`config.mk`:
```
export PLATFORM = sky130hd
export DESIGN_NAME = collatz_responder
export DESIGN_NICKNAME = d
export VERILOG_FILES = /design/src/rtl/collatz_responder_pkg.sv /design/src/rtl/collatz_responder_step.sv /design/src/rtl/collatz_responder.sv
export SDC_FILE = /design/constraint.sdc
export NUM_CORES = 1
export LEC_CHECK = 0
export ABC_AREA = 0
export BUFFER_PORTS_ARGS = -buffer_cell sky130_fd_sc_hd__buf_2
export CAP_MARGIN = 15
export CORE_UTILIZATION = 25
export DETAILED_ROUTE_END_ITERATION = 16
export PLACE_DENSITY = 0.38
export SLEW_MARGIN = 20
export SYNTH_ARGS = -nofsm -noshare
export SYNTH_HDL_FRONTEND = slang
export SYNTH_SLANG_ARGS = --single-unit
```
`constraint.sdc`:
```
create_clock -name clk -period 8.6 [get_ports clk]
set_input_delay 1.72 -clock clk [delete_from_list [all_inputs] [get_ports clk]]
set_output_delay 1.72 -clock clk [all_outputs]
set_load 0.05 [all_outputs]
```
`src/rtl/collatz_responder_pkg.sv`:
```
// ---------------------------------------------------------------------------
// collatz_responder_pkg
//   Shared definitions for the Collatz responder slice.
//   Contents:
//     COLLATZ_N_DEFAULT - default data / step-count width in bits
//     state_t           - responder FSM encodings (IDLE, RUN, DONE)
//     ALL_ONES_WIDE     - all-ones constant; modules take the low N bits of
//                         it as the saturated "invalid result" code
//                         (so N must not exceed 64)
// ---------------------------------------------------------------------------
`timescale 1ns/1ps

package collatz_responder_pkg;

  localparam int COLLATZ_N_DEFAULT = 27;

  localparam logic [63:0] ALL_ONES_WIDE = '1;

  typedef enum logic [1:0] {
    IDLE = 2'd0,
    RUN  = 2'd1,
    DONE = 2'd2
  } state_t;

endpackage

```
`src/rtl/collatz_responder_step.sv`:
```
// ---------------------------------------------------------------------------
// collatz_step
//   Purely combinational single Collatz update for one value.
//   Ports:
//     value      in  N  current value (caller guarantees value > 1)
//     next_value out N  value after this update
//     count_inc  out 2  steps this update represents (1, or 2 with shortcut)
//     ovf        out 1  3*value+1 does not fit in N bits
//   Configuration macro: COLLATZ_SHORTCUT_EN
//     defined   - odd update folds the following halving in: (3v+1)>>1, +2
//     undefined - plain update: 3v+1, +1
// ---------------------------------------------------------------------------
`timescale 1ns/1ps

module collatz_step
  import collatz_responder_pkg::*;
#(
  parameter int N = COLLATZ_N_DEFAULT
) (
  input  logic [N-1:0] value,
  output logic [N-1:0] next_value,
  output logic [1:0]   count_inc,
  output logic         ovf
);

  logic [N+1:0] wide;
  logic [N+1:0] triple;

  // 3*value+1 is formed two bits wider than the data so the overflow is
  // visible in the top bits instead of silently wrapping.  The overflow test
  // always uses the unshifted product, even in the shortcut build.
  always_comb begin
    wide       = {2'b00, value};
    triple     = (wide << 1) + wide + {{(N+1){1'b0}}, 1'b1};
    next_value = value >> 1;
    count_inc  = 2'd1;
    ovf        = 1'b0;
    if (value[0]) begin
      ovf = |triple[N+1:N];
`ifdef COLLATZ_SHORTCUT_EN
      next_value = triple[N:1];
      count_inc  = 2'd2;
`else
      next_value = triple[N-1:0];
`endif
    end
  end

endmodule

```
`src/rtl/collatz_responder.sv`:
```
// ---------------------------------------------------------------------------
// collatz_responder
//   Accepts a starting value n on a req/ack channel, iterates the Collatz map
//   one update per cycle and returns the number of steps to reach 1 on a
//   valid/ready channel.
//   Ports:
//     clk      in   1  rising-edge clock
//     rst_n    in   1  synchronous active-low reset
//     a_data   in   N  starting value n
//     a_req    in   1  request valid, held until a_ack
//     a_ack    out  1  one-cycle registered accept pulse
//     b_data   out  N  step count (all ones when b_ovf)
//     b_ovf    out  1  intermediate value or step count overflowed N bits
//     b_valid  out  1  result valid, held until b_ready
//     b_ready  in   1  consumer accepts result
//   Configuration macro: COLLATZ_SHORTCUT_EN (selects the shortcut odd update
//   inside collatz_step; results are identical, only latency changes).
// ---------------------------------------------------------------------------
`timescale 1ns/1ps

module collatz_responder
  import collatz_responder_pkg::*;
#(
  parameter int N = COLLATZ_N_DEFAULT
) (
  input  logic         clk,
  input  logic         rst_n,
  input  logic [N-1:0] a_data,
  input  logic         a_req,
  output logic         a_ack,
  output logic [N-1:0] b_data,
  output logic         b_ovf,
  output logic         b_valid,
  input  logic         b_ready
);

  localparam logic [N-1:0] ALL_ONES = ALL_ONES_WIDE[N-1:0];

  state_t       state, state_next;
  logic [N-1:0] value, value_next;
  logic [N-1:0] count, count_next;
  logic         ack_next;
  logic         valid_next;
  logic [N-1:0] data_next;
  logic         ovf_next;

  logic [N-1:0] step_value;
  logic [1:0]   step_inc;
  logic         step_ovf;
  logic [N:0]   count_sum;

  collatz_step #(.N(N)) u_step (
    .value      (value),
    .next_value (step_value),
    .count_inc  (step_inc),
    .ovf        (step_ovf)
  );

  // State register plus the datapath and output registers.  Every output is
  // a flop, so there is no combinational path from a_req or b_ready.
  always_ff @(posedge clk) begin
    if (!rst_n) begin
      state   <= IDLE;
      value   <= '0;
      count   <= '0;
      a_ack   <= 1'b0;
      b_valid <= 1'b0;
      b_data  <= '0;
      b_ovf   <= 1'b0;
    end else begin
      state   <= state_next;
      value   <= value_next;
      count   <= count_next;
      a_ack   <= ack_next;
      b_valid <= valid_next;
      b_data  <= data_next;
      b_ovf   <= ovf_next;
    end
  end

  // Next-state and next-output logic.  The step count is widened by one bit
  // so that a shortcut +2 cannot jump past the all-ones limit unnoticed; the
  // all-ones count is reserved as the invalid-result code.  Result registers
  // are cleared on leaving DONE so b_data/b_ovf read 0 while b_valid is low.
  always_comb begin
    state_next = state;
    value_next = value;
    count_next = count;
    ack_next   = 1'b0;
    valid_next = b_valid;
    data_next  = b_data;
    ovf_next   = b_ovf;
    count_sum  = {1'b0, count} + {{(N-1){1'b0}}, step_inc};

    case (state)
      IDLE: begin
        if (a_req) begin
          value_next = a_data;
          count_next = '0;
          ack_next   = 1'b1;
          state_next = RUN;
        end
      end
      RUN: begin
        if (value <= {{(N-1){1'b0}}, 1'b1}) begin
          state_next = DONE;
          valid_next = 1'b1;
          data_next  = count;
          ovf_next   = 1'b0;
        end else if (step_ovf || (count_sum >= {1'b0, ALL_ONES})) begin
          state_next = DONE;
          valid_next = 1'b1;
          data_next  = ALL_ONES;
          ovf_next   = 1'b1;
        end else begin
          value_next = step_value;
          count_next = count_sum[N-1:0];
        end
      end
      DONE: begin
        if (b_ready) begin
          state_next = IDLE;
          valid_next = 1'b0;
          data_next  = '0;
          ovf_next   = 1'b0;
        end
      end
      default: begin
        state_next = IDLE;
        valid_next = 1'b0;
        data_next  = '0;
        ovf_next   = 1'b0;
      end
    endcase
  end

endmodule

```
==> results of run 1 <==
## worst min-delay path by stage
stage	depth (start not counted)	to	slack [ps]
floorplan	2	value[17]$_SDFFE_PN0P_	470
global placement	1	b_data[14]$_SDFFE_PN0P_	450
detailed placement	1	b_data[25]$_SDFFE_PN0P_	440
CTS	1	b_data[14]$_SDFFE_PN0P_	460
global route	1	b_data[14]$_SDFFE_PN0P_	480
finish	1	b_data[14]$_SDFFE_PN0P_	460
## registers in the layout, summed over array words and instances, names as in the netlist, named ones only
name / cells
b_data: 27
state: 2
count: 27
value: 26
b_ovf: 1
a_ack: 1
b_valid: 1
## cells in the final DEF (no fill, tap or decap), types with 19 or more instances in the layout
master	synthesis	final
o211ai_1	37	37
o21ai_1	24	24
ha_1	62	62
o21ai_0	23	23
nand4_1	19	19
a21oi_1	70	70
nor2_1	66	66
dfxtp_1	86	85
nand2_1	86	86
inv_1	38	38
xnor2_1	22	22
o2bb2ai_1	27	27
buf_2	16	60
nand3_1	19	19
## cell type report
cell class                 count  share of cell area
multi-input combinational    632              0.5942
clock inverter                 6            0.007306
inverter                      39             0.02035
clock buffer                  10             0.03322
sequential                    86              0.2395
tap                          324             0.05636
timing repair buffer          67             0.04905
## metrics by stage
stage | setup WS [ps] | cells | power, mW | hold slack [ps] | instance area, um^2
CTS | 4050 | 1164 | 2.161 | 463.1 | 7184
finish | 4341 | 1164 | 2.129 | 457.5 | 7193
global route | 3974 | 1164 | 2.312 | 478.1 | 7193
global placement | 4246 | 1148 | 1.764 | 446.6 | 6893
detailed placement | 4069 | 1148 | 1.742 | 441.4 | 6893
floorplan | 5470 | 810 | 1.404 | 465.3 | 6346
## power groups by stage
stage | clock (mW) | sequential, mW | combinational (mW)
2_1_floorplan | 0 | 0.670 | 0.735
3_3_place_gp | 0 | 0.568 | 1.20
3_5_place_dp | 0 | 0.567 | 1.17
4_1_cts | 0.422 | 0.559 | 1.18
5_1_grt | 0.437 | 0.572 | 1.30
6_report | 0.404 | 0.557 | 1.17
## worst reg2reg max path, stage by stage, from the launching register on
cell and delay, ps:
dfxtp_1 500, ha_1 330, nand3_1 340, nor4_4 610, nor4bb_1 300, a311oi_1 90
nor4_1 320, nand4_1 260, and3_4 300, a211oi_4 840, o21ai_1 170, o41ai_1 90
## logic make-up (layout without fill, tap and decap cells)
kind of cell,count (synthesis),count (layout)
compound gates,271,271
xor+xnor,32,32
fa+ha+maj,63,63
buf+inv,92,122
flops,86,86
mux,3,3
simple gates,263,263
## layer usage
| metal | part of all wire | up-vias |
|---|---|---|
| met2 | 0.40 | 126 |
| met4 | 0.012 | 0 |
| met3 | 0.032 | 15 |
| li1 | - | 3023 |
| met5 | 0 | - |
| met1 | 0.55 | 2746 |
==> summary.md, run 1 <==
| Metric | Value |
|---|---|
| Buffers and inverters on the worst path | `0` |
| Internal | `1.064 mW` |
| Clk buf depth | `2` |
| H-tree depth | `3` |
| WL/cell | `18.04 um` |
| CP startpoint | `count[0]$_SDFFE_PN0P_` |
| Avg Cell Area, Syn | `7.835 um^2` |
| Port buffer count | `60` |
| Period utilization | `0.4953` |
| Fmax | `234.8 MHz` |
| Min-Delay Startpoint | `b_data[14]$_SDFFE_PN0P_` |
| GR Overflow Total | `0` |
| Final Max Tran Viols | `0` |
| Row count | `57` |
| Met2 usage | `0.2271` |
| Layout cell share with drive strength beyond 1 | `0.1202` |
| Nets | `929` |
| RSZ-0062 raised after global routing | `no` |
| Final wirelength | `21.00 mm` |
| Clock skew | `12.94 ps` |
| TritonCTS clock tree | `yes` |
| DRT iter0 DRCs | `425` |
| Post-Syn Area | `6346 um^2` |
| RD Place Congestion | `0.8302` |
| Maximum fanout along the worst path | `20` |
| Slowest stage cell, crit path | `a211oi_4` |
| Reg power frac | `0.262` |
| R2R setup slack | `4340 ps` |
| Sequential area share after synthesis | `0.2713` |
| Post-synth ARST share | `0` |
| Synth Register Bits | `86` |
| Crit end category | `flip-flop` |
| CP Launch Type | `flip-flop` |
| Pleak | `2.893 nW` |
| Synth area leader | `dfxtp_1` |
| Finished Core Util | `0.2923` |
| Post-DRT Antenna Nets | `0` |
| Number of enable flip-flop cells after synthesis | `0` |
| Hold_buf cts | `0` |
| Least-Margin Pin Slew | `1020 ps` |
| Crit Path Class | `reg -> reg` |
| DP Wirelength | `15.09 mm` |
| Crit-path cells | `ha_1, nand3_1, nor4_4, nor4bb_1, a311oi_1, nor4_1, nand4_1, and3_4, a211oi_4, o21ai_1, o41ai_1` |
| Area delta synth->final | `13.35%` |
| DR vias | `5,910` |
| Post-CTS sizing | `0` |
| Worst Path Required | `8840 ps` |
| Final hold vios | `0` |
| Met1 Use GR | `0.2615` |
| Max stage delay on crit path | `840 ps` |
| Clk_lat worst skew | `360 ps` |
| Initial Util | `0.2579` |
| Worst Hold Class | `reg -> reg` |
| Core area | `24,600 um^2` |
| Sw power | `1.065 mW` |
| Gate Count Post-Synth | `810` |
| Reg2Reg Depth | `11` |
| DRC viols | `0` |
| Clk slew on worst S/H paths | `70 ps` |
| Total track usage | `0.1654` |
| Reg2reg end | `count[15]$_SDFFE_PN0P_` |
| Clock Power Share | `0.190` |
| Clk sinks | `86` |
| First-pass detailed-route iteration total | `5` |
| Die H | `161.3 um` |
| Final TNS setup | `0 ps` |
| Critical Path Sink | `count[15]$_SDFFE_PN0P_` |
| Largest net degree at the start of global routing | `53` |
| Most common flop cell mapped by yosys | `dfxtp_1` |
| Status | `complete, no violations` |
| Launch point of the worst reg-to-reg path | `count[0]$_SDFFE_PN0P_` |
| Vias in the first global route | `5,815` |
| Max-slew headroom | `0.3201` |
| Pwr/cell area | `296.0 nW/um^2` |
| Critical Path Stages | `11` |
| Post-synth top cells | `86 x dfxtp_1, 86 x nand2_1, 70 x a21oi_1` |
| Root Driver | `clkbuf_16` |
| Post-synth top area share | `0.2713` |
| Maxcap violations | `0` |
| Synth warn | `0` |
| Arrival time worst endpoint | `4500 ps` |
| CTS Buf Count | `9` |
| Synth Area in Compound Gates | `0.2892` |
| Post-synth net total | `904` |
| Peak supply drop | `0.1267 mV` |
| Distinct cell type count after synthesis | `72` |
| Post-CTS setup buffers | `0` |
| Sw frac | `0.5003` |
| Comb power frac | `0.549` |
| I/O Pins | `61` |
| Top Family by Delay on Critical Path | `simple AND/OR/NAND/NOR gates` |
| Post-Synth Simple-Gate Area | `0.2037` |
| Multi-input combinational cell area | `4274 um^2` |
| Main combinational cell family by area after synthesis | `compound AO/OA/AOI/OAI gates` |
| # fillers | `2,695` |
| Reg area | `1723 um^2` |
| Chip width | `161.3 um` |
| Vias per inst | `5.077` |
| Initial antenna violation count | `0` |
| Die Area | `26,030 um^2` |
| M3 GR Usage | `0.02388` |
| Min Tclk post-route | `4259 ps` |
| Most Crowded Layer GR | `met1` |
| Area contributors post-synth | `dfxtp_1 27%, ha_1 12%, a21oi_1 5.5%` |
| Synth Area in XOR/XNOR | `0.04416` |
| Synth Area in Adders | `0.1254` |
| Final setup viols | `0` |
| First-pass GRT wire length | `33.76 mm` |
| Diode count | `0` |
| Mux cell area share after synthesis | `0.004929` |
Power figures use the tool's default switching activity.
==> inputs of run 2 (changes only) <==
--- a/config.mk
+++ b/config.mk
@@ -5,12 +5,12 @@
 export SDC_FILE = /design/constraint.sdc
 export NUM_CORES = 1
 export LEC_CHECK = 0
-export ABC_AREA = 0
+export ABC_AREA = 1
 export BUFFER_PORTS_ARGS = -buffer_cell sky130_fd_sc_hd__buf_2
 export CAP_MARGIN = 15
 export CORE_UTILIZATION = 25
 export DETAILED_ROUTE_END_ITERATION = 16
-export PLACE_DENSITY = 0.38
+export PLACE_DENSITY = 0.39
 export SLEW_MARGIN = 20
 export SYNTH_ARGS = -nofsm -noshare
 export SYNTH_HDL_FRONTEND = slang
==> constraint.sdc (replaced) <==
create_clock -name clk -period 3.8 [get_ports clk]
set_input_delay 0.76 -clock clk [delete_from_list [all_inputs] [get_ports clk]]
set_output_delay 0.76 -clock clk [all_outputs]
set_load 0.05 [all_outputs]
==> summary.md, run 2 <==
| Metric | Value |
|---|---|
| Min-Delay Startpoint | `b_ovf$_SDFFE_PN0P_` |
| Nets | `1,288` |
| CTS Buf Count | `9` |
| GR Overflow Total | `0` |
| Pwr/cell area | `633.7 nW/um^2` |
| Reg2Reg Depth | `16` |
| Distinct cell type count after synthesis | `35` |
| Arrival time worst endpoint | `3520 ps` |
| Status | `complete, no violations` |
| RD Place Congestion | `0.8438` |
| Port buffer count | `60` |
| Vias in the first global route | `6,959` |
| Launch point of the worst reg-to-reg path | `value[2]$_SDFFE_PN0P_` |
| Chip width | `169.4 um` |
| Max-slew headroom | `0.4769` |
| DR vias | `7,205` |
| TritonCTS clock tree | `yes` |
| Initial Util | `0.2572` |
| Final TNS setup | `0 ps` |
| Row count | `60` |
| Post-CTS setup buffers | `0` |
| Most common flop cell mapped by yosys | `dfxtp_1` |
| Clk slew on worst S/H paths | `70 ps` |
| R2R setup slack | `570 ps` |
| Least-Margin Pin Slew | `784.6 ps` |
| CP startpoint | `value[2]$_SDFFE_PN0P_` |
| Reg2reg end | `value[8]$_SDFFE_PN0P_` |
| Post-DRT Antenna Nets | `0` |
| Biggest regs | `b_data (27), count (27), value (26)` |
| Sequential area share after synthesis | `0.2457` |
| Clk_lat worst skew | `360 ps` |
| Crit end category | `flip-flop` |
| Synth area leader | `dfxtp_1` |
| Post-CTS sizing | `0` |
| Worst Hold End | `b_ovf$_SDFFE_PN0P_` |
| Fmax | `309.7 MHz` |
| Most frequent cells in the layout | `325 x nand2_1, 194 x nor2_1, 102 x inv_1, 99 x a21oi_1, 86 x dfxtp_1` |
| Die H | `169.4 um` |
| Layout cell share with drive strength beyond 1 | `0.09091` |
| Clk buf depth | `2` |
| Placed cells | `1,555` |
| Area contributors post-synth | `dfxtp_1 25%, nand2_1 17%, ha_1 11%` |
| I/O Pins | `61` |
| Root Driver | `clkbuf_16` |
| Overall power | `5.040 mW` |
| Most common cell after layout, fill and taps aside | `nand2_1` |
| Post-synth net total | `1,250` |
| Period utilization | `0.8498` |
| DP Wirelength | `17.58 mm` |
| Min Tclk post-route | `3229 ps` |
| Crit Path Class | `reg -> reg` |
| CP Launch Type | `flip-flop` |
| Clock skew | `12.84 ps` |
| Avg Cell Area, Syn | `6.062 um^2` |
| Reg area | `1722 um^2` |
| Peak supply drop | `0.2481 mV` |
| Post-synth ARST share | `0` |
| Clk sinks | `86` |
| First-pass detailed-route iteration total | `5` |
| DRC viols | `0` |
| Synth warn | `0` |
| Largest net degree at the start of global routing | `48` |
| Die Area | `28,700 um^2` |
| DRT iter0 DRCs | `507` |
| Pleak | `3.483 nW` |
| Total track usage | `0.1679` |
| Finished Core Util | `0.2919` |
| Final setup viols | `0` |
| Number of enable flip-flop cells after synthesis | `0` |
| Gate Count Post-Synth | `1,156` |
| Synth Register Bits | `86` |
| Post-synth top cells | `325 x nand2_1, 195 x nor2_1, 103 x inv_1` |
| Final Max Tran Viols | `0` |
| Core area | `27,250 um^2` |
| Final wirelength | `23.29 mm` |
| Area delta synth->final | `13.50%` |
| H-tree depth | `3` |
| Hold Crit Depth | `2` |
| # fillers | `3,144` |
| Post-synth top area share | `0.2457` |
| Vias per inst | `4.586` |
| First-pass GRT wire length | `38.14 mm` |
| Most common cell in the netlist | `nand2_1` |
| Diode count | `0` |
| WL/cell | `14.82 um` |
| Worst Hold Class | `reg -> reg` |
| Maxcap violations | `0` |
| Hold_buf cts | `0` |
| RSZ-0062 raised after global routing | `no` |
| Fin cells | `1,571` |
| Final hold vios | `0` |
| Initial antenna violation count | `0` |
| Post-Syn Area | `7008 um^2` |
| Multi-input combinational cell area | `4673 um^2` |
| Maximum fanout along the worst path | `22` |
| Worst Path Required | `4090 ps` |
[run 2: cell type report]
class,count,share of cell area
multi-input cells,920,0.5875
well taps,372,0.05852
inverters,105,0.04955
flip-flops and latches,86,0.2165
repair buffers,72,0.05065
clock inverters,7,0.008966
clock buffers,9,0.02832
[run 2: kinds of logic after synthesis]
family | count (synthesis) | synth area share
and+or+nand+nor | 634 | 0.3703
adders and majority gates | 63 | 0.1136
buffers and inverters | 150 | 0.08963
xor gates and xnor gates | 26 | 0.03249
DFF | 86 | 0.2457
AOI/OAI and AO/OA | 197 | 0.1484
[run 2: worst max-delay path, cell delays in order (launching register included)]
cell and delay (ps):
dfxtp_1 440, inv_1 150, ha_1 380, a21oi_1 220, o21ai_0 150, nand2_1 100
nand3_1 230, nand2_1 130, inv_1 40, nor2_1 120, nand3_1 90, nand2_1 100
nand4_2 130, nand2_2 350, buf_4 300, o21ai_0 100, nor2_1 140
[run 2: worst max-delay path by stage]
stage | slack [ps] | cells past startpoint | endpoint
2_1_floorplan | 1140 | 14 | value[25]$_SDFFE_PN0P_
3_3_place_gp | 600 | 17 | b_data[26]$_SDFFE_PN0P_
3_5_place_dp | 570 | 17 | b_data[26]$_SDFFE_PN0P_
4_1_cts | 550 | 17 | b_data[18]$_SDFFE_PN0P_
5_1_grt | 130 | 17 | b_data[17]$_SDFFE_PN0P_
6_report | 570 | 16 | value[8]$_SDFFE_PN0P_
[run 2: where the power goes]
part	internal (mW)	switching, mW
Combinational	0.841	1.90
Clock	0.469	0.478
Sequential	1.12	0.225
Total	2.43	2.61
[run 2: through the flow]
stage                     worst slack, ps  area [um^2]  hold WS [ps]
after CTS                           546.3         7954         453.6
after floorplan                      1136         7008         466.4
final                               570.6         7954         447.7
after detailed placement            570.7         7657         442.6
after global routing                127.6         7954         472.6
after global placement              596.8         7657         444.8
[run 2: metal layers]
| metal | global-route usage | routed length [um] |
|---|---|---|
| met3 | 0.01702 | 764 |
| met4 | 0.03995 | 228 |
| met5 | 0 | 0 |
| met1 | 0.2626 | 13160 |
| met2 | 0.2407 | 9135 |
==> inputs of run 3 (changes only) <==
--- a/config.mk
+++ b/config.mk
@@ -5,12 +5,12 @@
 export SDC_FILE = /design/constraint.sdc
 export NUM_CORES = 1
 export LEC_CHECK = 0
-export ABC_AREA = 1
+export ABC_AREA = 0
 export BUFFER_PORTS_ARGS = -buffer_cell sky130_fd_sc_hd__buf_2
 export CAP_MARGIN = 15
 export CORE_UTILIZATION = 25
 export DETAILED_ROUTE_END_ITERATION = 16
-export PLACE_DENSITY = 0.39
+export PLACE_DENSITY = 0.38
 export SLEW_MARGIN = 20
 export SYNTH_ARGS = -nofsm -noshare
 export SYNTH_HDL_FRONTEND = slang
==> constraint.sdc (replaced) <==
create_clock -name clk -period 3.3 [get_ports clk]
set_input_delay 0.66 -clock clk [delete_from_list [all_inputs] [get_ports clk]]
set_output_delay 0.66 -clock clk [all_outputs]
set_load 0.05 [all_outputs]
==> summary.md, run 3 (synthesis gave the netlist of run 1 again) <==
| Metric | Value |
|---|---|
| Status | `complete, no violations` |
| Root Driver | `clkbuf_16` |
| GR Overflow Total | `0` |
| Final Max Tran Viols | `0` |
| Clk_lat worst skew | `360 ps` |
| Layout cell share with drive strength beyond 1 | `0.2748` |
| Final wirelength | `22.25 mm` |
| Core area | `24,600 um^2` |
| Biggest regs | `b_data (27), count (27), value (26)` |
| Least-Margin Pin Slew | `861.6 ps` |
| TritonCTS clock tree | `yes` |
| DR vias | `6,392` |
| Crit end category | `flip-flop` |
| Row count | `57` |
| Maximum fanout along the worst path | `5` |
| # fillers | `2,681` |
| RD Place Congestion | `0.8169` |
| Vias per inst | `4.990` |
| WL/cell | `17.37 um` |
| Initial Util | `0.2579` |
| R2R setup slack | `170 ps` |
| Maxcap violations | `0` |
| Hold_buf cts | `0` |
| RSZ-0062 raised after global routing | `yes` |
| Final setup viols | `0` |
| Top Family by Delay on Critical Path | `compound AO/OA/AOI/OAI gates` |
| Peak supply drop | `0.3290 mV` |
| Die Area | `26,030 um^2` |
| Initial antenna violation count | `0` |
| Area delta synth->final | `32.49%` |
| Pwr/cell area | `756.5 nW/um^2` |
| Final WS setup | `171.9 ps` |
| Fmax | `319.7 MHz` |
| Overall power | `6.361 mW` |
| Slowest stage cell, crit path | `a2111o_1` |
| Buffers and inverters on the worst path | `2` |
| First-pass GRT wire length | `36.36 mm` |
| Clk sinks | `86` |
| H-tree depth | `3` |
| DRT iter0 DRCs | `349` |
| Post-DRT Antenna Nets | `0` |
| Most common cell after layout, fill and taps aside | `buf_4` |
| Period utilization | `0.9479` |
| Max-slew headroom | `0.4242` |
| Arrival time worst endpoint | `3410 ps` |
| Clock skew | `11.64 ps` |
| CTS Buf Count | `9` |
| Diode count | `0` |
| Crit-path cells | `inv_2, ha_4, a21o_1, a211o_1, o2111ai_2, nand4_1, a2111o_1, o22ai_4, a21oi_4, buf_12, or4_4, o31ai_4` |
| Total track usage | `0.1777` |
| DP Wirelength | `16.59 mm` |
| Min Tclk post-route | `3128 ps` |
| First-pass detailed-route iteration total | `5` |
| Nets | `1,046` |
| Pleak | `3.534 nW` |
| Vias in the first global route | `6,370` |
| Pre-CTS setup slack | `-87.44 ps` |
| Clk slew on worst S/H paths | `80 ps` |
| CP Launch Type | `flip-flop` |
| Chip width | `161.3 um` |
| Max stage delay on crit path | `490 ps` |
| Clk buf depth | `2` |
| Most frequent cells in the layout | `115 x buf_4, 86 x nand2_1, 76 x dfxtp_1, 67 x a21oi_1, 66 x nor2_1` |
| DRC viols | `0` |
| Worst Hold Class | `reg -> reg` |
| Crit Path Class | `reg -> reg` |
| Final hold vios | `0` |
| Die H | `161.3 um` |
| Port buffer count | `60` |
| I/O Pins | `61` |
| Largest net degree at the start of global routing | `39` |
| Worst Path Required | `3580 ps` |
run 3: cell count changes in the layout (fill, tap and decap cells not counted), moves of 27 or more:
cell,change
a21oi_1,-32
buf_4,+104
inv_1,-69
nand2_1,-239
nand3_1,-57
nor2_1,-128
o211ai_1,+35
o21ai_0,-56
o2bb2ai_1,+27
run 3: worst paths after layout:
check	startpoint	to	cells past startpoint
worst min register to register	b_data[10]$_SDFFE_PN0P_	b_data[10]$_SDFFE_PN0P_	1
worst max register to register	value[4]$_SDFFE_PN0P_	value[16]$_SDFFE_PN0P_	12
worst min-delay path	b_data[10]$_SDFFE_PN0P_	b_data[10]$_SDFFE_PN0P_	1
worst max-delay path	value[4]$_SDFFE_PN0P_	value[16]$_SDFFE_PN0P_	12
run 3: report_power, final:
part / switching [mW] / internal [mW]
clock network: 0.519 / 0.600
logic: 2.30 / 1.53
registers: 0.153 / 1.26
run 3: timing repair:
action,in CTS,in global routing
setup endpoints to repair,60,83
setup buffers,2,8
cloned,0,0
pin swaps,4,21
resized for setup,10,50
run 3: cell type report:
cell class | instances | area [um^2] | area share
clock buffers | 9 | 225.2 | 0.02679
repair buffers | 184 | 1313 | 0.1561
inverters | 39 | 148.9 | 0.01771
flip-flops and latches | 86 | 1734 | 0.2062
clock inverters | 7 | 80.08 | 0.009524
multi-input cells | 632 | 4502 | 0.5354
well taps | 324 | 405.4 | 0.04821
run 3: per-layer routing:
layer,part of all wire,vias up,GRT usage
li1,-,3258,-
met3,0.030,15,0.01695
met1,0.55,2999,0.2737
met4,0.012,0,0.04674
met5,0,-,0
met2,0.41,120,0.2588
run 3: metrics by stage:
step	hold WS, ps	TNS (ps)	instance area [um^2]	std cells	utilization
6_report	461.3	0	8408	1281	0.3417
5_1_grt	478.3	-709.3	8408	1281	0.3417
4_1_cts	465.2	0	8117	1273	0.3299
3_5_place_dp	444.3	-451.0	7751	1255	0.3150
3_3_place_gp	442.5	-4.457	7751	1255	0.3150
2_1_floorplan	465.3	0	6346	810	-
